<file path="src/rtl/rob_pkg.sv">
// Shared reorder-buffer types and constants.
// The reservation station imports rob_tag_t from here for its dest and rd_rb_tag ports.
package rob_pkg;

   localparam int unsigned ROB_DEPTH = 16;
   localparam int unsigned ROB_TAG_W = 4;
   localparam int unsigned XLEN      = 32;

   typedef logic [ROB_TAG_W-1:0] rob_tag_t;

   typedef struct packed {
      logic            bsy;
      logic            rdy;
      logic [4:0]      dest_reg;
      logic [XLEN-1:0] value;
   } rob_entry_t;

endpackage

</file>
<file path="src/rtl/rob_16_read_port.sv">
// One operand tag lookup into the reorder buffer.
// A matching CDB broadcast in the same cycle overrides the stored entry.
module rob_read_port #(
   parameter int unsigned TAG_W  = 4,
   parameter int unsigned DATA_W = 32
) (
   input  logic [TAG_W-1:0]  rd_tag,
   input  logic              entry_bsy,
   input  logic              entry_rdy,
   input  logic [DATA_W-1:0] entry_value,
   input  logic              cdb_valid,
   input  logic [TAG_W-1:0]  cdb_tag,
   input  logic [DATA_W-1:0] cdb_data,
   output logic              rd_bsy,
   output logic [DATA_W-1:0] rd_val
);

   always_comb begin
      rd_bsy = 1'b1;
      rd_val = '0;
      if (cdb_valid && (cdb_tag == rd_tag) && entry_bsy) begin
         rd_bsy = 1'b0;
         rd_val = cdb_data;
      end else if (entry_bsy && entry_rdy) begin
         rd_bsy = 1'b0;
         rd_val = entry_value;
      end
   end

endmodule

</file>
<file path="src/rtl/rob_16.sv">
// 16-entry in-order reorder buffer: allocates tags at dispatch, captures CDB
// results, answers two operand lookups and retires one entry per cycle in order.
module rob_16
   import rob_pkg::*;
#(
   parameter int unsigned DEPTH  = ROB_DEPTH,
   parameter int unsigned TAG_W  = ROB_TAG_W,
   parameter int unsigned DATA_W = XLEN
) (
   input  logic              clk,
   input  logic              rst,
   input  logic              alloc_valid,
   input  logic [4:0]        alloc_dest_reg,
   output logic              alloc_ready,
   output logic [TAG_W-1:0]  alloc_tag,
   input  logic              cdb_valid,
   input  logic [TAG_W-1:0]  cdb_tag,
   input  logic [DATA_W-1:0] cdb_data,
   input  logic [TAG_W-1:0]  rd_tag1,
   input  logic [TAG_W-1:0]  rd_tag2,
   output logic              rd_bsy1,
   output logic              rd_bsy2,
   output logic [DATA_W-1:0] rd_val1,
   output logic [DATA_W-1:0] rd_val2,
   output logic              commit_valid,
   output logic [4:0]        commit_reg,
   output logic [DATA_W-1:0] commit_data,
   output logic [TAG_W-1:0]  commit_tag,
   input  logic              flush,
   output logic [TAG_W:0]    count
);

   rob_entry_t       entries [DEPTH];
   logic [TAG_W-1:0] head;
   logic [TAG_W-1:0] tail;
   logic             alloc_fire;
   logic             commit_fire;

   // Full/empty come from count, so head == tail is ambiguous on purpose.
   assign alloc_ready  = (count != (TAG_W+1)'(DEPTH));
   assign alloc_tag    = tail;
   assign alloc_fire   = alloc_valid && alloc_ready;

   assign commit_valid = entries[head].bsy && entries[head].rdy;
   assign commit_fire  = commit_valid;
   assign commit_reg   = entries[head].dest_reg;
   assign commit_data  = entries[head].value;
   assign commit_tag   = head;

   always_ff @(posedge clk) begin
      if (rst || flush) begin
         for (int unsigned i = 0; i < DEPTH; i++) begin
            entries[i] <= '0;
         end
         head  <= '0;
         tail  <= '0;
         count <= '0;
      end else begin
         if (cdb_valid && entries[cdb_tag].bsy) begin
            entries[cdb_tag].rdy   <= 1'b1;
            entries[cdb_tag].value <= cdb_data;
         end
         // Commit is ordered after capture so a retiring head always clears.
         if (commit_fire) begin
            entries[head].bsy <= 1'b0;
            entries[head].rdy <= 1'b0;
            head              <= head + TAG_W'(1);
         end
         if (alloc_fire) begin
            entries[tail].bsy      <= 1'b1;
            entries[tail].rdy      <= 1'b0;
            entries[tail].dest_reg <= alloc_dest_reg;
            tail                   <= tail + TAG_W'(1);
         end
         case ({alloc_fire, commit_fire})
            2'b10:   count <= count + (TAG_W+1)'(1);
            2'b01:   count <= count - (TAG_W+1)'(1);
            default: count <= count;
         endcase
      end
   end

   rob_read_port #(.TAG_W(TAG_W), .DATA_W(DATA_W)) u_port1 (
      .rd_tag      (rd_tag1),
      .entry_bsy   (entries[rd_tag1].bsy),
      .entry_rdy   (entries[rd_tag1].rdy),
      .entry_value (entries[rd_tag1].value),
      .cdb_valid   (cdb_valid),
      .cdb_tag     (cdb_tag),
      .cdb_data    (cdb_data),
      .rd_bsy      (rd_bsy1),
      .rd_val      (rd_val1)
   );

   rob_read_port #(.TAG_W(TAG_W), .DATA_W(DATA_W)) u_port2 (
      .rd_tag      (rd_tag2),
      .entry_bsy   (entries[rd_tag2].bsy),
      .entry_rdy   (entries[rd_tag2].rdy),
      .entry_value (entries[rd_tag2].value),
      .cdb_valid   (cdb_valid),
      .cdb_tag     (cdb_tag),
      .cdb_data    (cdb_data),
      .rd_bsy      (rd_bsy2),
      .rd_val      (rd_val2)
   );

endmodule

</file>
<file path="config.mk">
export PLATFORM = sky130hd
export DESIGN_NAME = rob_16
export DESIGN_NICKNAME = d
export VERILOG_FILES = /design/src/rtl/rob_pkg.sv /design/src/rtl/rob_16_read_port.sv /design/src/rtl/rob_16.sv
export SDC_FILE = /design/constraint.sdc
export NUM_CORES = 1
export LEC_CHECK = 0
export BUFFER_PORTS_ARGS = -buffer_cell sky130_fd_sc_hd__buf_2
export CORE_ASPECT_RATIO = 1.5
export CORE_MARGIN = 2
export CORE_UTILIZATION = 32
export DETAILED_ROUTE_END_ITERATION = 7
export GPL_TIMING_DRIVEN = 0
export HOLD_SLACK_MARGIN = 0.02
export PLACE_DENSITY = 0.47
export SYNTH_ARGS = -nofsm -noshare
export SYNTH_HDL_FRONTEND = slang
export SYNTH_HIERARCHICAL = 1
export SYNTH_SLANG_ARGS = --single-unit
</file>
<file path="constraint.sdc">
create_clock -name clk -period 4.1 [get_ports clk]
set_input_delay 0.41 -clock clk [delete_from_list [all_inputs] [get_ports clk]]
set_output_delay 0.41 -clock clk [all_outputs]
set_load 0.01 [all_outputs]
</file>
==> impl_metrics.ini, run 1 <==
[place]
place.gp.congestion = 0.848
port-buffer-count = 171
place_ws_ps = -1330
dp_hpwl_um = 114000
placed_area_um2 = 42600

[sta]
min_period_over_period = 0.996
grt_setup_unrepaired = false
setup_violations = 0
slew-limit-headroom = 0.0701
finalSetupTns_ps = 0
drv_slew = 0
fin_ws_ps = 16.7
fin_skew_ps = 16.1
min_period_ps = 4080
fmax_mhz = 245
tightest_slew_ps = 1390
final_hold_viol_count = 0

[power]
powerDensity_nw_per_um2 = 346
clkPwrFrac = 0.415
swShare = 0.253
power_frac_comb = 0.102
finalPower_mw = 15.6
p_leak_nw = 16.8
switching_power_mw = 3.93
ir_worst_vdd_v = 0.000283
p_int_mw = 11.6
p_seq_frac = 0.483

[cts]
cts_max_level = 3
clkSinkCount = 641
cts-root-buf = clkbuf_16
postCtsHoldBufs = 0
clock_path_buffers = 3
clk_pin_slew_ps = 60
worstSkewPairLatency_ps = 660
numCtsBuffers = 71
cts_tree = yes

[floorplan]
row_count = 156
fp.dieH_um = 430
ioPinCount = 172
initial_core_util = 0.322
core-area_um2 = 120000
chipWidth_um = 288
die-area_um2 = 124000

[critical_path]
endpoint_kind = output port
worstPathArrival_ps = 3670
cp_max_fo = 10
reg2regPathDepth = 14
required_ps = 3690
rrSetupSlack_ps = 210
path_class = flop to output port
startpoint_type = flop

[synth]
synth_cell_types = 55
synth.avg_cell_area_um2 = 15.8
synth_nets = 2518
synthFlopType = edfxtp_1
synth_top_area_frac = 0.459
ys_top_cells_by_count = 593 x and2_1, 592 x edfxtp_1, 529 x mux4_2
synth-seq-area-share = 0.484
ys_top_cells_by_area = edfxtp_1 46%, mux4_2 31%, and2_1 9.6%
yosysWarnings = 6
synth_edf_count = 592
synth_cells = 2451
yosysMostFrequentCell = and2_1
ys_ff_latch = 641
synth_top_area_cell = edfxtp_1
syn-cell-area_um2 = 38800
ys_async_sr_fraction = 0

[final_layout]
fin_util = 0.374
final_cell_area_um2 = 45000
fin_nets = 2798
fillCellCount = 11300
area_growth_syn_to_layout_pct = 16.0
final_layout_size_suffix_gt1_frac = 0.378

[drt]
routed_wl_um = 160000
wl_met3_um = 11700
drt_pass1_iterations = 5
first_iter_violations = 2585
vias = 25800
wl_met2_um = 82300
vias_per_cell = 5.90
antenna_left = 0
wl_per_cell_um = 36.6
top_layer = met5
drc = 0
met1Wirelength_um = 55400

[global_route]
grt_pass1_wl_um = 220000
overflow = 0
grt_start_max_net_pins = 18
grt_pass1_vias = 27400
track_usage = 0.259
antenna_found_initial = 9

[worst_hold_path]
holdPathStages = 3
worstHoldPathType = input port to flop

[status]
status = finished, final reports clean

[job]
timing.max_cap.violations = 0
layer usage:
metal,vias to the layer above,track usage
met4,12,0.150
li1,10300,-
met3,466,0.0542
met1,13600,0.290
met2,1385,0.454
met5,-,0.00397
worst paths after layout:
check	from	end
max	flop	commit_data[23]
min reg2reg	entries[1][38]	entries[1][38]
max reg2reg	flop	count[4]
min	rst	commit_tag[3]
registers in the layout, indices dropped and copies added, names as in the netlist, named ones only:
signal,count
commit_tag,4
entries,624
alloc_tag,4
count,5
critical path, stage by stage, from the launching register on:
cell and delay, ps:
dfxtp_1 460, clkdlybuf4s15_1 860, clkdlybuf4s15_1 960, mux4_2 520, buf_2 180
final cells by class:
class | instances | area (µm²) | share of cell area
multi-input cells | 1542 | 18900 | 0.420
repair buffers | 210 | 1690 | 0.0376
well taps | 1580 | 1980 | 0.0439
diodes | 2 | 5.00 | 0.000111
clock buffers | 95 | 1960 | 0.0436
clock inverters | 35 | 259 | 0.00576
flip-flops and latches | 641 | 18800 | 0.417
plain buffers | 248 | 1370 | 0.0304
inverters | 17 | 63.8 | 0.00142
power groups by stage:
stage	logic [mW]	clock network, mW	registers [mW]
floorplan	0.888	0	7.62
global placement	1.46	0	7.69
detailed placement	1.58	0	7.67
CTS	1.59	6.54	7.53
global route	1.64	6.78	7.56
finish	1.59	6.46	7.53
kinds of logic after synthesis:
| logic type | count (synthesis) | share of synthesized area |
|---|---|---|
| xor+xnor | 7 | 0.00158 |
| buf+inv | 268 | 0.0335 |
| flops | 641 | 0.484 |
| simple gates | 834 | 0.130 |
| fa+ha+maj | 13 | 0.00439 |
| compound gates | 92 | 0.0139 |
| mux | 596 | 0.332 |
cell usage in the layout, fill, tap and decap left out, types with 19 or more instances in the layout:
cell type / instances
and2_1: 593
clkbuf_16: 74
edfxtp_1: 592
mux4_2: 529
a21oi_1: 25
nor3_1: 21
nand2_1: 32
clkbuf_2: 27
nor2_1: 39
mux2_4: 58
and3_1: 68
clkbuf_1: 128
buf_4: 21
nor4_1: 19
buf_2: 228
buf_12: 21
nand3_1: 19
dfxtp_1: 49
per-stage QoR:
| stage | hold slack (ps) | cells |
|---|---|---|
| after floorplan | 457 | 2451 |
| after global placement | 484 | 4202 |
| after detailed placement | 498 | 4237 |
| after CTS | 43.7 | 4369 |
| after global routing | 114 | 4368 |
| final | 83.2 | 4370 |
what timing repair did:
item / in CTS / in global routing
endpoints found under the setup margin: 89 / 50
gates resized for setup: 54 / 16
hold endpoints to repair: 0 / 0
buffers inserted: 4 / 0
(Power assumes the default switching activity.)
==> inputs of run 2 (changes only) <==
Settings changed: PLACE_DENSITY 0.47 to 0.45.
Clock period 4.1 ns to 4.75 ns, I/O delays scaled along.
==> run 2 against run 1 <==
Compared with the run above:
- flip-flop and latch count did not move
- first-iteration DRC count fell by 7.9%
- the flow now finishes with violations (capacitance limit, slew limit, setup timing)
- global-route usage rose by 0.16 points
- largest cell class unchanged
- sequential share of layout area rose by 0.15 points
- clock power fell by 14%
- sequential power fell by 14%
- design area fell by 0.35%
- critical path depth rose by 6
==> impl_metrics.ini, run 2 (same netlist as run 1, synthesis figures left out) <==
[status]
status = finished with violations
violations = capacitance limit, slew limit, setup timing

[global_route]
grt_pass1_vias = 27500
grt_pass1_wl_um = 221000
track_usage = 0.261
antenna_found_initial = 8
grt_start_max_net_pins = 18
overflow = 0

[place]
dp_hpwl_um = 116000
port-buffer-count = 171
place.gp.congestion = 0.839
place_ws_ps = -876

[sta]
tightest_slew_ps = 1570
slew-limit-headroom = -0.0480
fin_ws_ps = -34.0
grt_setup_unrepaired = false
min_period_ps = 4780
drv_slew = 13
final_hold_viol_count = 0
fin_skew_ps = 31.7
min_period_over_period = 1.01
setup_violations = 4
fmax_mhz = 209

[critical_path]
endpoint_kind = output port
path_class = input port to output port
worstPathArrival_ps = 4310
cp_max_fo = 12
required_ps = 4280
startpoint_type = input port

[power]
powerDensity_nw_per_um2 = 300
power_frac_comb = 0.102
p_int_mw = 10.1
switching_power_mw = 3.36
ir_worst_vdd_v = 0.000232
swShare = 0.250
clkPwrFrac = 0.414
p_seq_frac = 0.484
p_leak_nw = 16.6

[floorplan]
core-area_um2 = 120000
die-area_um2 = 124000
chipWidth_um = 288
fp.dieH_um = 430
ioPinCount = 172
row_count = 156
initial_core_util = 0.322

[cts]
worstSkewPairLatency_ps = 660
cts_tree = yes
clk_pin_slew_ps = 60
cts_max_level = 3
cts_resized = 16
clock_path_buffers = 3
postCtsSetupBuffers = 0
clkSinkCount = 641
cts-root-buf = clkbuf_16
numCtsBuffers = 72
postCtsHoldBufs = 0

[drt]
vias_per_cell = 5.89
vias = 25700
wl_per_cell_um = 36.8
routed_wl_um = 161000
drc = 0
drt_pass1_iterations = 6
antenna_left = 0
first_iter_violations = 2381

[final_layout]
fin_nets = 2797
fin_util = 0.372
fillCellCount = 11400
final_layout_size_suffix_gt1_frac = 0.370
registers.top_by_ff_count = entries
final_common_cell = and2_1
area_growth_syn_to_layout_pct = 15.6
final_cell_mix = 593 x and2_1, 592 x edfxtp_1, 529 x mux4_2, 237 x buf_2, 155 x clkbuf_1
largest_register_ffs = 624
top_regs = entries: 624 flops, count: 5 flops

[worst_hold_path]
worstHoldPathType = input port to flop

[job]
timing.max_cap.violations = 1
[run 2: changes by cell type in the layout (fill, tap and decap cells not counted), sizes merged]
cell	previous run	this run
clkinvlp	0	2
buf	314	307
bufinv	3	5
clkbuf	236	239
clkdlybuf4s15	3	2
inv	20	21
clkinv	29	21
clkdlybuf4s18	0	1
diode	2	4
[run 2: area by class of cell]
class / count / area [µm²] / share of cell area
diodes: 4 / 10.0 / 0.000223
plain buffers: 250 / 1280 / 0.0286
clock buffers: 93 / 1900 / 0.0424
clock inverters: 32 / 302 / 0.00673
inverters: 17 / 63.8 / 0.00142
multi-input cells: 1542 / 18900 / 0.422
flip-flops and latches: 641 / 18800 / 0.418
well taps: 1580 / 1980 / 0.0441
repair buffers: 206 / 1630 / 0.0364
[run 2: routing by layer]
layer / up-vias / wire length [µm] / global-route usage
met5: - / 20 / 0
met4: 4 / 8410 / 0.131
met3: 364 / 10300 / 0.0440
met2: 1253 / 84500 / 0.466
met1: 13800 / 57500 / 0.299
li1: 10300 / - / -
[run 2: path summary, 6_finish.rpt]
| kind | from | to | slack (ps) | cells after the start |
|---|---|---|---|---|
| max | rd_tag2[1] | rd_val2[2] | -30 | 10 |
| min | rst | flop | 160 | 3 |
| max reg2reg | flop | count[4] | 760 | 16 |
| min reg2reg | entries[1][38] | entries[1][38] | 500 | 2 |
[run 2: per-stage QoR]
stage          hold WS, ps  cells  power, mW  setup TNS (ps)  instance area, µm²
6_report               165   4365       13.4           -60.0               44800
2_1_floorplan          457   2451       7.34               0               38800
4_1_cts                135   4359       13.5               0               44800
3_3_place_gp           488   4202       7.90        -2076590               41600
3_5_place_dp           492   4235       7.98          -49610               42500
5_1_grt                181   4361       13.8               0               44800
[run 2: power groups by stage]
| stage | registers (mW) | logic [mW] | clock network (mW) |
|---|---|---|---|
| after floorplan | 6.58 | 0.767 | 0 |
| after global placement | 6.64 | 1.26 | 0 |
| after detailed placement | 6.62 | 1.37 | 0 |
| after CTS | 6.50 | 1.37 | 5.66 |
| after global routing | 6.52 | 1.41 | 5.85 |
| final | 6.50 | 1.37 | 5.57 |
[run 2: critical path: stages]
cell and delay, ps:
buf_2 430, clkbuf_1 860, mux4_2 390, mux4_2 540, o211ai_1 140, or4b_1 540
buf_6 200, buf_12 180, mux2_4 340, buf_2 150
